[src/rtl/common_pkg.sv]
// Shared definitions for the system bus side of the board.
//   WB_ADDR_WIDTH / DATA_WIDTH : Wishbone peripheral port geometry
//   SYS_CLOCK_MHZ              : system clock frequency
//   spi_wb_state_t             : state encoding of the SPI-to-Wishbone bridge
//   SPI_CMD_*                  : command byte field positions for the bridge
package common_pkg;

  localparam int WB_ADDR_WIDTH = 17;
  localparam int DATA_WIDTH    = 8;
  localparam int SYS_CLOCK_MHZ = 64;

  typedef enum logic [2:0] {
    CMD,
    ADDR_HI,
    ADDR_LO,
    DATA,
    REQ,
    ACK,
    XFER,
    IGNORE
  } spi_wb_state_t;

  localparam int         SPI_CMD_WE_BIT    = 7;
  localparam int         SPI_CMD_A16_BIT   = 0;
  localparam logic [7:0] SPI_CMD_RSVD_MASK = 8'h7E;

endpackage

[src/rtl/sync_edge.sv]
// Multi-flop synchronizer for an asynchronous input with registered edge pulses.
//   clk, rst : system clock, synchronous active-high reset
//   d_i      : asynchronous input
//   q_o      : synchronized level (SYNC_STAGES flops after d_i)
//   rise_o   : one-cycle pulse, registered, after q_o goes 0->1
//   fall_o   : one-cycle pulse, registered, after q_o goes 1->0
module sync_edge #(
  parameter int   SYNC_STAGES = 2,
  parameter logic RST_VAL     = 1'b0
) (
  input  logic clk,
  input  logic rst,
  input  logic d_i,
  output logic q_o,
  output logic rise_o,
  output logic fall_o
);

  logic [SYNC_STAGES-1:0] sync_q, sync_d;
  logic                   prev_q, prev_d;
  logic                   rise_q, rise_d;
  logic                   fall_q, fall_d;

  always_comb begin
    sync_d[0] = d_i;
    for (int i = 1; i < SYNC_STAGES; i++) begin
      sync_d[i] = sync_q[i-1];
    end
    prev_d = sync_q[SYNC_STAGES-1];
    rise_d = sync_q[SYNC_STAGES-1] & ~prev_q;
    fall_d = ~sync_q[SYNC_STAGES-1] & prev_q;
  end

  // Reset to the idle level so leaving reset does not fake an edge.
  always_ff @(posedge clk) begin
    if (rst) begin
      sync_q <= {SYNC_STAGES{RST_VAL}};
      prev_q <= RST_VAL;
      rise_q <= 1'b0;
      fall_q <= 1'b0;
    end else begin
      sync_q <= sync_d;
      prev_q <= prev_d;
      rise_q <= rise_d;
      fall_q <= fall_d;
    end
  end

  assign q_o    = sync_q[SYNC_STAGES-1];
  assign rise_o = rise_q;
  assign fall_o = fall_q;

endmodule

[src/rtl/spi_wb_bridge.sv]
// SPI mode-0 target that turns byte-framed MCU commands into single-beat
// Wishbone B4 pipelined master transactions with address auto-increment.
//   wb_clock_i, wb_reset_i : system clock, synchronous active-high reset
//   spi_cs_ni, spi_sck_i, spi_sd_i : asynchronous SPI inputs (CS low active)
//   spi_sd_o    : MISO, read data MSB first
//   spi_stall_o : high while a Wishbone transaction is outstanding
//   wb_*        : Wishbone master port (addr, wdata, we, cyc, stb, stall, ack, rdata)
module spi_wb_bridge
  import common_pkg::*;
#(
  parameter int SYNC_STAGES = 2
) (
  input  logic                     wb_clock_i,
  input  logic                     wb_reset_i,
  input  logic                     spi_cs_ni,
  input  logic                     spi_sck_i,
  input  logic                     spi_sd_i,
  output logic                     spi_sd_o,
  output logic                     spi_stall_o,
  output logic [WB_ADDR_WIDTH-1:0] wb_addr_o,
  output logic [DATA_WIDTH-1:0]    wb_data_o,
  input  logic [DATA_WIDTH-1:0]    wb_data_i,
  output logic                     wb_we_o,
  output logic                     wb_cycle_o,
  output logic                     wb_strobe_o,
  input  logic                     wb_stall_i,
  input  logic                     wb_ack_i
);

  logic sck_s, sck_rise, sck_fall;
  logic cs_s, cs_rise, cs_fall;
  logic unused_edges;

  sync_edge #(.SYNC_STAGES(SYNC_STAGES), .RST_VAL(1'b0)) u_sck_sync (
    .clk(wb_clock_i), .rst(wb_reset_i), .d_i(spi_sck_i),
    .q_o(sck_s), .rise_o(sck_rise), .fall_o(sck_fall)
  );

  sync_edge #(.SYNC_STAGES(SYNC_STAGES), .RST_VAL(1'b1)) u_cs_sync (
    .clk(wb_clock_i), .rst(wb_reset_i), .d_i(spi_cs_ni),
    .q_o(cs_s), .rise_o(cs_rise), .fall_o(cs_fall)
  );

  assign unused_edges = ^{sck_s, cs_rise, cs_fall};

  // MOSI only needs the level; same depth as sck so it lines up with sck_rise.
  logic [SYNC_STAGES-1:0] sd_sync_q, sd_sync_d;
  logic                   sd_s;

  always_comb begin
    sd_sync_d[0] = spi_sd_i;
    for (int i = 1; i < SYNC_STAGES; i++) begin
      sd_sync_d[i] = sd_sync_q[i-1];
    end
  end
  assign sd_s = sd_sync_q[SYNC_STAGES-1];

  spi_wb_state_t            state_q, state_d;
  logic [2:0]               bit_cnt_q, bit_cnt_d;
  logic [6:0]               rx_q, rx_d;
  logic [7:0]               tx_q, tx_d;
  logic [WB_ADDR_WIDTH-1:0] addr_q, addr_d;
  logic [DATA_WIDTH-1:0]    dat_q, dat_d;
  logic                     we_q, we_d;
  logic                     cyc_q, cyc_d;
  logic                     stb_q, stb_d;
  logic                     stall_q, stall_d;
  logic                     abort_q, abort_d;

  logic [7:0] rx_byte;
  logic       byte_done;
  logic       launch;

  assign rx_byte   = {rx_q, sd_s};
  assign byte_done = sck_rise && !cs_s && (bit_cnt_q == 3'd7);

  always_comb begin
    state_d   = state_q;
    bit_cnt_d = bit_cnt_q;
    rx_d      = rx_q;
    tx_d      = tx_q;
    addr_d    = addr_q;
    dat_d     = dat_q;
    we_d      = we_q;
    cyc_d     = cyc_q;
    stb_d     = stb_q;
    stall_d   = stall_q;
    abort_d   = abort_q;
    launch    = 1'b0;

    if (cs_s) begin
      bit_cnt_d = 3'd0;
    end else if (sck_rise) begin
      bit_cnt_d = bit_cnt_q + 3'd1;
      rx_d      = rx_byte[6:0];
    end

    // The 8th fall of a byte (counter already wrapped to 0) must not shift:
    // a prefetch ack may have reloaded tx_q just before it.
    if (sck_fall && (bit_cnt_q != 3'd0)) begin
      tx_d = {tx_q[6:0], 1'b0};
    end

    case (state_q)
      CMD: begin
        if (byte_done) begin
          if ((rx_byte & SPI_CMD_RSVD_MASK) != 8'h00) begin
            state_d = IGNORE;
          end else begin
            we_d       = rx_byte[SPI_CMD_WE_BIT];
            addr_d[16] = rx_byte[SPI_CMD_A16_BIT];
            state_d    = ADDR_HI;
          end
        end
      end
      ADDR_HI: begin
        if (byte_done) begin
          addr_d[15:8] = rx_byte;
          state_d      = ADDR_LO;
        end
      end
      ADDR_LO: begin
        if (byte_done) begin
          addr_d[7:0] = rx_byte;
          if (we_q) state_d = DATA;
          else      launch  = 1'b1;
        end
      end
      DATA: begin
        if (byte_done) begin
          dat_d  = rx_byte;
          launch = 1'b1;
        end
      end
      XFER: begin
        if (byte_done) launch = 1'b1;
      end
      REQ: begin
        if (cs_s) abort_d = 1'b1;
        if (!wb_stall_i) begin
          stb_d   = 1'b0;
          state_d = ACK;
        end
      end
      ACK: begin
        if (cs_s) abort_d = 1'b1;
        if (wb_ack_i) begin
          cyc_d   = 1'b0;
          stall_d = 1'b0;
          abort_d = 1'b0;
          addr_d  = addr_q + 17'd1;
          if (abort_q || cs_s) begin
            state_d = CMD;
          end else if (we_q) begin
            state_d = DATA;
          end else begin
            tx_d    = wb_data_i;
            state_d = XFER;
          end
        end
      end
      default: ;
    endcase

    if (launch) begin
      cyc_d   = 1'b1;
      stb_d   = 1'b1;
      stall_d = 1'b1;
      state_d = REQ;
    end

    // Deselect ends the frame, except that an issued cycle always runs to ack.
    if (cs_s && (state_q != REQ) && (state_q != ACK)) begin
      state_d = CMD;
    end
  end

  always_ff @(posedge wb_clock_i) begin
    if (wb_reset_i) begin
      sd_sync_q <= '0;
      state_q   <= CMD;
      bit_cnt_q <= 3'd0;
      rx_q      <= '0;
      tx_q      <= '0;
      addr_q    <= '0;
      dat_q     <= '0;
      we_q      <= 1'b0;
      cyc_q     <= 1'b0;
      stb_q     <= 1'b0;
      stall_q   <= 1'b0;
      abort_q   <= 1'b0;
    end else begin
      sd_sync_q <= sd_sync_d;
      state_q   <= state_d;
      bit_cnt_q <= bit_cnt_d;
      rx_q      <= rx_d;
      tx_q      <= tx_d;
      addr_q    <= addr_d;
      dat_q     <= dat_d;
      we_q      <= we_d;
      cyc_q     <= cyc_d;
      stb_q     <= stb_d;
      stall_q   <= stall_d;
      abort_q   <= abort_d;
    end
  end

  assign spi_sd_o    = tx_q[7];
  assign spi_stall_o = stall_q;
  assign wb_addr_o   = addr_q;
  assign wb_data_o   = dat_q;
  assign wb_we_o     = we_q;
  assign wb_cycle_o  = cyc_q;
  assign wb_strobe_o = stb_q;

endmodule

[config.mk]
export PLATFORM = sky130hd
export DESIGN_NAME = spi_wb_bridge
export DESIGN_NICKNAME = d
export VERILOG_FILES = /design/src/rtl/common_pkg.sv /design/src/rtl/sync_edge.sv /design/src/rtl/spi_wb_bridge.sv
export SDC_FILE = /design/constraint.sdc
export NUM_CORES = 1
export LEC_CHECK = 0
export BUFFER_PORTS_ARGS = -buffer_cell sky130_fd_sc_hd__buf_2
export CAP_MARGIN = 20
export CORE_ASPECT_RATIO = 0.7
export CORE_MARGIN = 3
export CORE_UTILIZATION = 30
export CTS_CLUSTER_DIAMETER = 200
export CTS_CLUSTER_SIZE = 16
export DETAILED_ROUTE_END_ITERATION = 8
export PLACE_DENSITY = 0.5
export RECOVER_POWER = 100
export SYNTH_ARGS = -nofsm -noshare
export SYNTH_HDL_FRONTEND = slang
export SYNTH_SLANG_ARGS = --single-unit
[constraint.sdc]
create_clock -name wb_clock_i -period 2.6 [get_ports wb_clock_i]
set_clock_uncertainty 0.2 [all_clocks]
set_input_delay 0.13 -clock wb_clock_i [delete_from_list [all_inputs] [get_ports wb_clock_i]]
set_output_delay 0.13 -clock wb_clock_i [all_outputs]
set_load 0.02 [all_outputs]
* After elaboration in Yosys (flattened, before gate mapping)
Cells that the tools add are included. W data, S select, Z words.
Word-level totals: output and inout port bits 30, flip-flop bits (word level) 59
Cells by class: bitwise gates (word level) 6, reduce and logical (&&, ||, !) cells 33, muxes and demuxes 36, $add $sub $neg 2, eq/ne operators 23
Operators with widths (number):
- $mux W8 | 6
- $pmux W8 S2 | 2
- $mux W3 | 10
- $ne A3 B3 Y1 const B | 8
- $add A17 B1 Y17 const B | 1
- $mux W17 | 1
- $pmux W3 S5 | 1
- $ne A2 B2 Y1 const B | 7
- $reduce_and A7 Y1 | 2
- $reduce_bool A2 Y1 | 7
- $mux W1 | 13
- $eq A3 B3 Y1 const B | 4
- $reduce_and A3 Y1 | 3
- $reduce_and A2 Y1 | 4
- $reduce_bool A8 Y1 | 1
- $eq A3 B2 Y1 const B | 2
- $pmux W1 S2 | 3
- $reduce_bool A6 Y1 | 1
- $reduce_or A2 Y1 | 3
- $logic_and A1 B1 Y1 | 5
- $reduce_bool A5 Y1 | 1
- $not A1 Y1 | 4
- $reduce_and A4 Y1 | 1
- $add A3 B1 Y3 const B | 1
- other kinds (8) | 9

* Logic depth before layout (Yosys ltp)
Gate-level depths: netlist (run 1).
depth in word-level cells 7, mapped depth 8

* Hierarchy
From an unflattened synthesis (run 1), not the netlist that was laid out.
Second synthesis, totals: cells, all modules 354, area, all modules 3075.4 µm²
By module, submodules not included:
- spi_wb_bridge | cells an instance 334, instances 1, area each 2807.7 µm²
- sync_edge | cells an instance 10, instances 2, area each 133.9 µm²

* Worst setup path after synthesis (run 1)
Ideal clock, no wire load.
kind register to register, from register bit_cnt_q[0], to register addr_q[6], in the netlist wb_addr_o[6], cell stages (with the launch flop) 8, data arrival time 1703 ps, buffers on the path 0, path slack 622 ps, clock period less this slack 1978 ps, library setup time 74 ps, cell sequence dfxtp_1 > ha_1 > ha_1 > nand3b_4 > nor4_4 > nor2_2 > or4_1 > a31oi_1
On the way: longest elaborated chain between the ends 4
Ends and longest elaborated chain:
- start: declaration | line spi_wb_bridge.sv:59 | logic [2:0] bit_cnt_q, bit_cnt_d;
- start signal: assignment | line spi_wb_bridge.sv:195 | bit_cnt_q <= bit_cnt_d;
- $eq A3 B3 Y1 | line spi_wb_bridge.sv:75 | assign byte_done = sck_rise && !cs_s && (bit_cnt_q == 3'd7);
- $logic_and A1 B1 Y1 | line spi_wb_bridge.sv:75
- $ne A2 B2 Y1 (no line)
- $reduce_and A3 Y1 (no line)
- end signal: assignment | line spi_wb_bridge.sv:198 | addr_q <= addr_d;
- end: declaration | line spi_wb_bridge.sv:62 | logic [WB_ADDR_WIDTH-1:0] addr_q, addr_d;
No other way between the ends. A chain may end at the register's enable or synchronous reset.

* Worst setup path after layout (run 1)
from register state_q[1], to register addr_q[6], in the netlist wb_addr_o[6]
On the way: longest elaborated chain between the ends 3
Ends and longest elaborated chain:
- start: declaration | line spi_wb_bridge.sv:58 | spi_wb_state_t state_q, state_d;
- start signal: assignment | line spi_wb_bridge.sv:194 | state_q <= state_d;
- $eq A3 B2 Y1 / $eq A3 B3 Y1 (equally long branches) | line spi_wb_bridge.sv:104 | case (state_q)
- $ne A2 B2 Y1 (no line) / $reduce_bool A2 Y1 (equally long branches)
- $reduce_and A3 Y1 (no line)
Several ways; a longest one is shown, not always the timed one.

==> results of run 1 <==
final cells by class:
class | count | share of cell area, %
multi-input combinational | 256 | 44.09
sequential | 59 | 32.34
timing repair buffer | 65 | 10.11
clock buffer | 12 | 7.297
tap | 124 | 4.248
clock inverter | 4 | 1.302
inverter | 6 | 0.6167
worst max-delay path, cell delays in order, from the launching register on:
cell                      delay (ps)
sky130_fd_sc_hd__dfxtp_1         570
sky130_fd_sc_hd__inv_1           180
sky130_fd_sc_hd__nor4_2          600
sky130_fd_sc_hd__nor2_2           40
sky130_fd_sc_hd__or4_1           470
sky130_fd_sc_hd__a31oi_1         190
state kept, by name, summed over array words and instances (netlist names), 2 cells and up:
| signal | count |
|---|---|
| wb_addr_o | 17 |
| tx_q | 8 |
| wb_data_o | 8 |
| rx_q | 7 |
| bit_cnt_q | 3 |
| state_q | 3 |
| sd_sync_q | 2 |
| u_cs_sync.sync_q | 2 |
| u_sck_sync.sync_q | 2 |
path summary, 6_finish.rpt:
path	start	endpoint	slack (ps)
min	wb_ack_i	wb_addr_o[6]	90
min reg2reg	u_sck_sync.prev_q	u_sck_sync.rise_o	200
max reg2reg	state_q[1]	wb_addr_o[6]	250
max	state_q[1]	wb_addr_o[6]	250
metrics by stage:
| stage | util [%] | power (mW) |
|---|---|---|
| after floorplan | - | 0.9569 |
| after global placement | 34.99 | 0.9750 |
| after detailed placement | 34.99 | 0.9743 |
| after CTS | 39.88 | 2.218 |
| after global routing | 39.32 | 2.275 |
| final | 39.32 | 2.189 |
cells by family after synthesis:
group | Yosys count | synth area share, %
flops | 59 | 40.27
mux | 27 | 9.215
buf+inv | 29 | 4.522
fa+ha+maj | 4 | 1.707
simple gates | 143 | 26.19
compound gates | 81 | 17.79
xor+xnor | 1 | 0.2987
metal layers:
metal	global-route usage [%]	up-vias	wire, um
met5	0	-	0
met4	4.573	0	87
met3	5.112	11	589
met2	20.44	80	3052
met1	22.76	1266	4108
li1	-	1372	-
timing repair:
| item | in CTS | in global routing |
|---|---|---|
| hold buffers | 14 | 0 |
| endpoints found under the hold margin | 14 | 0 |
| resized for setup | 0 | 0 |
| endpoints found under the setup margin | 0 | 0 |
power by group:
group	total, mW	internal [mW]	switching [mW]
Sequential	0.916	0.911	0.00489
Combinational	0.0549	0.0287	0.0262
Clock	1.22	0.815	0.403
layout by cell type, fill, tap and decap left out, types with 9 or more instances in the layout:
| cell type | n |
|---|---|
| sky130_fd_sc_hd__dfxtp_1 | 59 |
| sky130_fd_sc_hd__dlygate4sd3_1 | 14 |
| sky130_fd_sc_hd__a21oi_1 | 20 |
| sky130_fd_sc_hd__nand3_1 | 12 |
| sky130_fd_sc_hd__nor3_1 | 11 |
| sky130_fd_sc_hd__a211oi_1 | 9 |
| sky130_fd_sc_hd__clkbuf_16 | 9 |
| sky130_fd_sc_hd__nor2_1 | 42 |
| sky130_fd_sc_hd__mux2i_1 | 27 |
| sky130_fd_sc_hd__o21ai_0 | 17 |
| sky130_fd_sc_hd__buf_2 | 13 |
| sky130_fd_sc_hd__clkbuf_1 | 31 |
| sky130_fd_sc_hd__nand2_1 | 25 |
==> impl.org, run 1 <==
** Synthesis
- Count leader, synth :: sky130_fd_sc_hd__dfxtp_1
- Syn Inst Count :: between 300 and 400
- Async SR Flop Fraction :: 0%
- Ranked by total cell area, the synthesized netlist is headed by sky130_fd_sc_hd__dfxtp_1, sky130_fd_sc_hd__mux2i_1, sky130_fd_sc_hd__nor2_1.
- Area share of the largest cell type after synthesis :: 40.27%
- Sequential element share of the synthesized area :: 40.27%
- In this run, synthesis produced a sequential element count of 59.
- Warnings, synthesis :: 0
- Post-synthesis net count :: 363
- In the synthesized netlist the dominant register cell turns out to be sky130_fd_sc_hd__dfxtp_1.
- Post-Synthesis Mean Instance Area :: 8.526 um2
- Netlist cell types :: 56
- The mapped netlist covers 2933 um2.
- In the synthesized netlist, the cells that appear most often are sky130_fd_sc_hd__dfxtp_1, sky130_fd_sc_hd__nor2_1, sky130_fd_sc_hd__mux2i_1, sky130_fd_sc_hd__nand2_1, sky130_fd_sc_hd__a21oi_1.
- The synthesized design contains 0 enable-type register cells.
- Biggest area consumer among synthesized cells :: sky130_fd_sc_hd__dfxtp_1

** Route
- For this block, the via count after detailed routing is about 2,700.
- The first routing iteration left 271 violations.
- Wires add up to roughly 7.8 mm.
- The first detailed-routing pass ran for 4 iterations.
- In this run the remaining antenna-violating nets after routing total 0.
- Avg Vias per Cell :: 5.188
- Drt drc :: 0
- Detailed-route wire length per cell :: 14.90 um

** Place
- Cell total after placement :: 496
- Summed over all nets, the half-perimeter wirelength after detailed placement is 5.514 mm.
- Placement Cell Area :: 3251 um2
- The count of buffers added on input and output ports is 44.
- Before CTS, the worst setup slack after placement is 403.7 ps.
- At the end of routability-driven placement, the weighted congestion stood at 0.8430.

** Worst setup path
- Worst Path Class, Setup :: flip-flop to flip-flop
- CP max FO :: 14
- Counting cells, the worst reg-to-reg path comes to 5.
- Data arrives at the worst endpoint at 2390 ps.
- CP Capture Type :: flip-flop
- Required time of the critical path :: 2640 ps
- Critical Path Start Type :: flip-flop

** Layout
- Total area of multi-input combinational cells :: 1610 um2
- In the final layout, flip-flops and latches occupy 1181 um2.
- Relative to the synthesized area, the layout overhead comes to 24.53%.
- Final net count :: 416
- Count of non-filler cells in the finished layout :: 526
- Total of fill cells in the finished design :: 1,003
- In the final layout, the share of cells above drive strength 1 is 11.69%.
- After routing the design area is ~3700 um2.
- Antenna diodes :: 0

** Floorplan
- The core region is 9289 um2.
- In this run the count of I/O pins placed on the die edge is 45.
- The initialized floorplan defines 29 standard-cell rows.
- Die Y :: 88.73 um
- DIE WIDTH :: 124.2 um
- Effective utilization at floorplan :: 31.57%
- DIE AREA :: 11,020 um2

** Clock network
- Cell at the root of the clock tree :: sky130_fd_sc_hd__clkbuf_16
- Post-CTS setup buffer count :: 0
- Clk buf depth :: 2
- Counting every sink on the clock net gives 59.
- Number of buffers created by CTS :: 9
- Clock-pin slew reported for the worst setup and hold paths after clock tree synthesis :: 50 ps
- H-tree depth :: 3
- Clk Latency, worst-skew pair :: 330 ps
- TritonCTS built the clock tree.

** GRT
- The number of global-route vias before repair is 2,513.
- Global-route wire length before repair :: 12.94 mm
- Pin count of the biggest net entering global routing :: 37
- The initial antenna violation count was 0.
- Residual overflow from global routing :: 0
- Global routing used 15.24% of the available tracks across all layers.

** STA
- Setup slack closes at approximately 250 ps.
- Tightest slew margin relative to the limit :: 39.24%
- Tightest hold margin :: approximately 90 ps
- Hold Violations, Final :: 0
- Max frequency :: 426.0 MHz
- For the finished layout, the period the worst path requires is 2347 ps.
- Setup repair after global routing left no endpoint under its margin.
- Max Slew Vio Count :: 0
- Setup violations remaining at the end of the flow were counted as 0.
- For the pin with the worst max-slew slack, the measured transition is roughly 910 ps.
- After layout, the worst path uses 90.28% of the clock period.
- Setup_tns :: 0 ps

** Worst hold path
- Hold path depth :: 4
- Path type of the worst min-delay path :: input port to flip-flop

** Pwr
- Leakage :: 1.429 nW
- Power Dens Cells :: 599.3 nW/um2
- Worst ir drop on vdd :: 0.3871 mV

** Run status
- Run status :: finished clean

** Run
- Maximum Capacitance Violations :: 0
No activity file was read; power rests on OpenSTA's default activity.
==> run 2, diff against run 1 <==
--- a/config.mk
+++ b/config.mk
@@ -13,8 +13,9 @@
 export CTS_CLUSTER_DIAMETER = 200
 export CTS_CLUSTER_SIZE = 16
 export DETAILED_ROUTE_END_ITERATION = 8
-export PLACE_DENSITY = 0.5
+export PLACE_DENSITY = 0.49
 export RECOVER_POWER = 100
 export SYNTH_ARGS = -nofsm -noshare
 export SYNTH_HDL_FRONTEND = slang
+export SYNTH_HIERARCHICAL = 1
 export SYNTH_SLANG_ARGS = --single-unit
==> impl.org, run 2 <==
** Floorplan
- The row count came to 29 (unchanged).
- DIE WIDTH :: 125.4 um (+0.99%)
- Die Y :: 89.59 um (+0.97%)
- The die footprint was 11,230 um2 (+2.0%).
- Core outline area :: 9398 um2 (+1.2%)
- I/O pin count :: 45 (unchanged)
- Effective utilization at floorplan :: 31.86% (+0.29 points)

** STA
- The sum of negative setup slack is 0 ps (unchanged).
- Setup repair after global routing missed its margin :: no
- The minimum clock period came to 2296 ps (-51.59 ps).
- The post-route worst hold slack was 93.13 ps (+3.393 ps).
- The relative slew slack was 22.87% (-16 points).
- Finish-stage setup viols :: 0 (unchanged)
- The transition at the pin with the smallest max-transition slack came to 1157 ps (+245.7 ps).
- The count of final hold-check violations is 0 (unchanged).
- Max Slew Vio Count :: 0 (unchanged)
- Worst Setup Slack, final :: 304.2 ps (+51.59 ps)
- Share of the clock period used by the worst path after layout :: 88.30% (-2.0 points)
- Max frequency :: 435.6 MHz (+2.2%)

** Layout
- The flip-flop count of the largest register, all copies and words added came to 17 (unchanged).
- Most common library cell in the layout ignoring fill and taps :: sky130_fd_sc_hd__dfxtp_1
- The top cell types in the final layout, fill and taps aside, are sky130_fd_sc_hd__dfxtp_1, sky130_fd_sc_hd__nor2_1, sky130_fd_sc_hd__clkbuf_1.
- The cell area after layout is 3709 um2 (+1.5%).
- Synth-to-layout area growth :: 23.86%
- The area of the multi-input gates was 1632 um2 (+1.3%).
- The non-filler instance count after layout was 531 (+0.95%).
- The count of nets after finishing was 421 (+1.2%).
- The final-layout fill cell count is 979 (-2.4%).
- The area taken by flip-flops and latches was 1181 um2 (unchanged).
- Antenna diodes :: 0 (unchanged)
- Fraction of layout instances using a drive strength above 1 :: 11.79% (+0.10 points)
- The utilization after layout is 39.46% (+0.14 points).

** GRT
- Number of global-route vias before repair :: 2,616 (+4.1%)
- met2 is the most crowded layer.
- GR Layer Usage met3 :: 4.905% (-0.21 points)
- The met2 usage in global routing is 22.48% (+2.0 points).
- Aggregate global-route resource usage :: 15.47% (+0.22 points)
- The global-route wire length before repair is 13.77 mm (+6.5%).
- GRT met1 Usage :: 21.75% (-1.0 points)
- Pin count of the biggest net entering global routing :: 27 (-27%)
- Residual overflow from global routing :: 0 (unchanged)
- The initial antenna violation count was 0 (unchanged).

** Run status
- Run status :: finished clean

** Place
- The total cell area at the placement stage was 3322 um2 (+2.2%).
- Post-place setup slack :: 374.9 ps (-28.76 ps)
- Port-buffer cells :: 44 (unchanged)
- The last weighted congestion value of the routability-driven placer is 0.8076 (-4.2%).
- Cell total after placement :: 503 (+1.4%)
- The detailed-placement wirelength estimate was 5.809 mm (+5.4%).

** Worst setup path
- The signal arrival time at the worst endpoint is 2300 ps (-90 ps).
- Chain of cells forming the critical path :: ha_1, ha_1, nand4bb_4, a21oi_1, clkbuf_2, nor2_1, a2111oi_1
- Kind of cell adding the most delay to the critical path :: compound AO/OA/AOI/OAI gates
- Worst Path Class, Setup :: flip-flop to flip-flop
- CP max FO :: 13 (-1)
- Slowest Stage Delay on Critical Path :: 370 ps (-230 ps)
- Cell type of the slowest stage on the worst timing path :: sky130_fd_sc_hd__dfxtp_1
- Counting stages on the worst path, the most repeated cell is sky130_fd_sc_hd__ha_1.
- The required time of the critical path was 2610 ps (-30 ps).
- Critical Path Start Type :: flip-flop
- The number of buffers and inverters on the critical path was 1 (unchanged).
- CP Capture Type :: flip-flop

** Clock network
- Clk Latency, worst-skew pair :: 330 ps (about the same)
- Hold buffers post-CTS :: 12 (-2)
- Sinks on the clock net :: 59 (unchanged)
- The number of buffers added by the clock tree synthesis step came to 9 (unchanged).
- The clock-pin slew on the worst setup and hold paths was 50 ps (about the same).
- The number of levels the H-tree was split into was 3 (unchanged).
- The tree is rooted in a sky130_fd_sc_hd__clkbuf_16.
- TritonCTS clock tree :: built
- Count of cells resized by post-cts repair :: 0 (unchanged)
- The clock tree buffer depth is 2 (unchanged).
- The post-CTS setup repair buffer count came to 0 (unchanged).

** Run
- The number of max-cap violations came to 0 (unchanged).

** Pwr
- Leakage :: 1.285 nW (-10%)
- The highest ir drop seen on vdd came to 0.2713 mV (-30%).
- The power per cell area came to 615.4 nW/um2 (+2.7%).
- The total design power was 2.282 mW (+4.3%).

** Route
- The DRC marker count from the first detailed-route iteration was 132 (-51%).
- DRT Wirelength :: 8.271 mm (+5.5%)
- Total iterations of the first detailed-routing run :: 4 (unchanged)
- Avg Vias per Cell :: 5.160 (-0.54%)
- Via Count :: 2,740 (+0.40%)
- Drt drc :: 0 (unchanged)
- The wire length per cell is 15.58 um (+4.5%).
- The antenna violation net count after detailed routing was 0 (unchanged).

** Synthesis
- The average cell area after synthesis was 8.604 um2 (+0.92%).
- Post-synthesis net count :: 367 (+1.1%)
- Warnings, synthesis :: 6 (+6)
- The gate count of the mapped netlist is 348 (+1.2%).
- Cell area after synthesis :: 2994 um2 (+2.1%)

** Worst hold path
- Path type of the worst min-delay path :: input port to flip-flop
run 2: cell count changes in the layout (fill, tap and decap cells not counted), sizes merged, moves of 5 or more:
cell | previous run | this run
a21oi | 20 | 28
a31oi | 8 | 3
mux2i | 27 | 19
nand2 | 25 | 31
nor2 | 44 | 36
nor3 | 13 | 8
run 2: final timing paths:
kind	start	end	slack, ps	depth (start not counted)
setup / recovery	bit_cnt_q[0]	wb_addr_o[13]	300	7
hold / removal	wb_ack_i	tx_q[0]	90	5
setup reg to reg	bit_cnt_q[0]	wb_addr_o[13]	300	7
hold reg to reg	u_cs_sync/sync_q[0]	u_cs_sync/sync_q[1]	200	1
run 2: area by class of cell:
type	instances	share of cell area (%)
clock buffers	12	6.916
clock inverters	4	1.957
inverters	10	1.012
multi-input cells	255	43.99
flip-flops and latches	59	31.85
well taps	124	4.184
repair buffers	67	10.09
run 2: tightest hold or removal path, stage by stage:
cell,delay (ps)
sky130_fd_sc_hd__buf_2,130
sky130_fd_sc_hd__inv_1,70
sky130_fd_sc_hd__nor2_1,90
sky130_fd_sc_hd__nand3_1,90
sky130_fd_sc_hd__a21oi_1,50
run 2: layer usage:
metal | part of all wire (%) | wire length (um)
met3 | 5.7 | 474
met2 | 41 | 3409
met1 | 52 | 4342
met5 | 0 | 0
met4 | 0.53 | 44
run 2: power by group:
group,switching (mW),leakage [nW],internal [mW]
clock network,0.420,0.159,0.889
registers,0.00399,0.477,0.910
logic,0.0288,0.650,0.0300
==> run 3, diff against run 2 <==
--- a/config.mk
+++ b/config.mk
@@ -9,11 +9,11 @@
 export CAP_MARGIN = 20
 export CORE_ASPECT_RATIO = 0.7
 export CORE_MARGIN = 3
-export CORE_UTILIZATION = 30
+export CORE_UTILIZATION = 50
 export CTS_CLUSTER_DIAMETER = 200
 export CTS_CLUSTER_SIZE = 16
 export DETAILED_ROUTE_END_ITERATION = 8
-export PLACE_DENSITY = 0.49
+export PLACE_DENSITY = 0.73
 export RECOVER_POWER = 100
 export SYNTH_ARGS = -nofsm -noshare
 export SYNTH_HDL_FRONTEND = slang
==> impl.org, run 3 (synthesized netlist as in run 2, its figures left out) <==
** STA
- Setup_tns :: 0 ps (unchanged)
- Slew @ Worst Pin :: 1512 ps (+354.9 ps)
- The final number of max-transition violations is 33 (+33).
- Max frequency :: 434.3 MHz (-0.29%)
- Share of the clock period used by the worst path after layout :: 88.55% (+0.25 points)
- Fin crit period :: 2302 ps (+6.592 ps)
- Finish-stage setup viols :: 0 (unchanged)
- Setup repair after global routing missed its margin :: no
- The worst setup slack after layout was 297.6 ps (-6.592 ps).
- Tightest slew margin relative to the limit :: -0.7927% (-24 points)
- The count of final hold-check violations is 0 (unchanged).

** Run status
- Run status :: complete, but fails checks
- Violated checks :: max-capacitance violations, max-slew violations

** Clock network
- The number of levels the H-tree was split into came to 3 (unchanged).
- Clock-pin slew reported for the worst setup and hold paths after clock tree synthesis :: 70 ps (+20 ps)
- The tree is rooted in a sky130_fd_sc_hd__clkbuf_8.
- Post-CTS setup buffer count :: 0 (unchanged)
- The clock tree buffer depth was 2 (unchanged).
- The insertion delay to the later sink of the worst-skew pair was 340 ps (about the same).
- TritonCTS clock tree :: built
- Sinks on the clock net :: 59 (unchanged)
- The number of hold buffers added after cts came to 12 (unchanged).
- Number of buffers created by CTS :: 9 (unchanged)
- The number of resized instances in the post-cts repair step is 0 (unchanged).

** GRT
- Number of global-route vias before repair :: 2,453 (-6.2%)
- Global-route wire length before repair :: 11.92 mm (-13%)
- The initial antenna violation count is 0 (unchanged).
- Residual overflow from global routing :: 0 (unchanged)
- The global-route usage over all layers was 21.37% (+5.9 points).
- The pin count of the biggest net entering global routing is 34 (+26%).

** Layout
- The antenna diode count is 0 (unchanged).
- Flip-flop count of the largest register, all copies and words added :: 17 (unchanged)
- The fraction of final layout cells sized beyond drive strength 1 came to 11.88% (+0.088 points).
- Design Area, Final :: 3531 um2 (-4.8%)
- Final standard cell utilization of the core :: 64.14% (+25 points)
- Most common library cell in the layout ignoring fill and taps :: sky130_fd_sc_hd__dfxtp_1
- Synth-to-layout area growth :: 17.93%
- Top library cells by usage in the layout, fill and taps aside :: sky130_fd_sc_hd__dfxtp_1, sky130_fd_sc_hd__nor2_1, sky130_fd_sc_hd__clkbuf_1
- Final net count :: 418 (-0.71%)

** Worst setup path
- Slowest Stage Delay on Critical Path :: 720 ps (+350 ps)
- CP max FO :: 30 (+17)
- The signal arrival time at the worst endpoint was 2340 ps (+40 ps).
- STA classifies the critical path startpoint as a flip-flop.
- Critical path's most frequent cell :: sky130_fd_sc_hd__nor2_1
- The required time of the critical path was 2640 ps (+30 ps).
- The critical path in this run is classified as flip-flop to flip-flop.
- The slowest stage of the critical path belongs to the cell sky130_fd_sc_hd__dfxtp_1.
- Chain of cells forming the critical path :: nand3b_1, clkbuf_2, nor2_1, nor2_1, o32ai_1
- The worst setup path is captured at a flip-flop.

** Place
- Post-place setup slack :: 390.6 ps (+15.69 ps)
- Placement Cell Area :: 3247 um2 (-2.3%)
- The last weighted congestion value of the routability-driven placer was 0.8976 (+11%).
- The detailed-placement wirelength estimate came to 4.897 mm (-16%).
- Port-buffer cells :: 44 (unchanged)

** Floorplan
- Die Y :: 70.75 um (-21%)
- DIE WIDTH :: 98.49 um (-21%)
- I/O pin count :: 45 (unchanged)
- The row count is 22 (-24%).
- The floorplan core area came to 5505 um2 (-41%).
- The die footprint is 6968 um2 (-38%).
- Effective utilization at floorplan :: 54.39% (+23 points)

** Pwr
- The switching share of power was 20.43% (+0.60 points).
- Cell Int Power :: 1.528 mW (-16%)
- The leakage component of the power came to 1.230 nW (-4.2%).
- The part of the power in registers was 47.5% (+7.4 points).
- Share of power burned in combinational logic :: 3.0% (+0.4 points)
- Worst ir drop on vdd :: 0.3889 mV (+43%)
- The total design power was 1.921 mW (-16%).
- The switching power is 0.3925 mW (-13%).
- Clk pwr share :: 49.5% (-7.9 points)
- Power Dens Cells :: 544.0 nW/um2 (-12%)

** Route
- The wire length per cell was 15.49 um (-0.57%).
- Post-DRT Antenna Nets :: 0 (unchanged)
- The average via count per standard cell came to 5.811 (+13%).
- Violation count after the first detailed-routing iteration :: 135 (+2.3%)
- Via Count :: 2,766 (+0.95%)
- DRT Wirelength :: 7.372 mm (-11%)
- The detailed-routing iteration count for the pre-antenna-repair pass came to 4 (unchanged).
- Drt drc :: 0 (unchanged)

** Worst hold path
- Path type of the worst min-delay path :: input port to flip-flop

** Run
- The number of max-cap violations is 1 (+1).
-- run 3: routing by layer --
metal	part of all wire (%)	GRT usage (%)	routed length, um	vias up
li1	-	-	-	1382
met1	48	28.63	3520	1288
met2	45	32.96	3283	85
met3	6.5	7.291	476	11
met4	1.2	6.061	91	0
met5	0	0	0	-
-- run 3: critical path: cells and delay by family (launching register included) --
| family | cells | cell delay [ps] |
|---|---|---|
| flops | 1 | 720 |
| simple gates | 3 | 620 |
| buf+inv | 1 | 400 |
| compound gates | 1 | 260 |
-- run 3: path summary, 6_finish.rpt --
check	startpoint	end	slack, ps	cells after the start
max	state_q[2]	wb_addr_o[16]	300	5
min	wb_ack_i	tx_q[0]	80	5
max reg2reg	state_q[2]	wb_addr_o[16]	300	5
min reg2reg	u_sck_sync/prev_q	u_sck_sync/rise_o	210	1
-- run 3: stage by stage --
stage | cells | hold slack, ps
2_1_floorplan | 348 | 1.611
3_3_place_gp | 448 | 114.3
3_5_place_dp | 448 | 112.3
4_1_cts | 476 | 66.77
5_1_grt | 476 | 111.5
6_report | 476 | 78.69
-- run 3: final cells by class --
class	count	area [um2]
inverters	10	37.54
clock buffers	12	155.1
multi-input cells	255	1638
clock inverters	4	72.57
flip-flops and latches	59	1181
well taps	72	90.09
repair buffers	64	356.6
fillers	479	1974
-- run 3: power by group through the flow --
stage / Combinational [mW] / Sequential [mW] / Clock, mW
2_1_floorplan: 0.0253 / 0.931 / 0
3_3_place_gp: 0.0467 / 0.933 / 0
3_5_place_dp: 0.0469 / 0.933 / 0
4_1_cts: 0.0611 / 0.912 / 0.967
5_1_grt: 0.0639 / 0.912 / 1.00
6_report: 0.0582 / 0.913 / 0.950
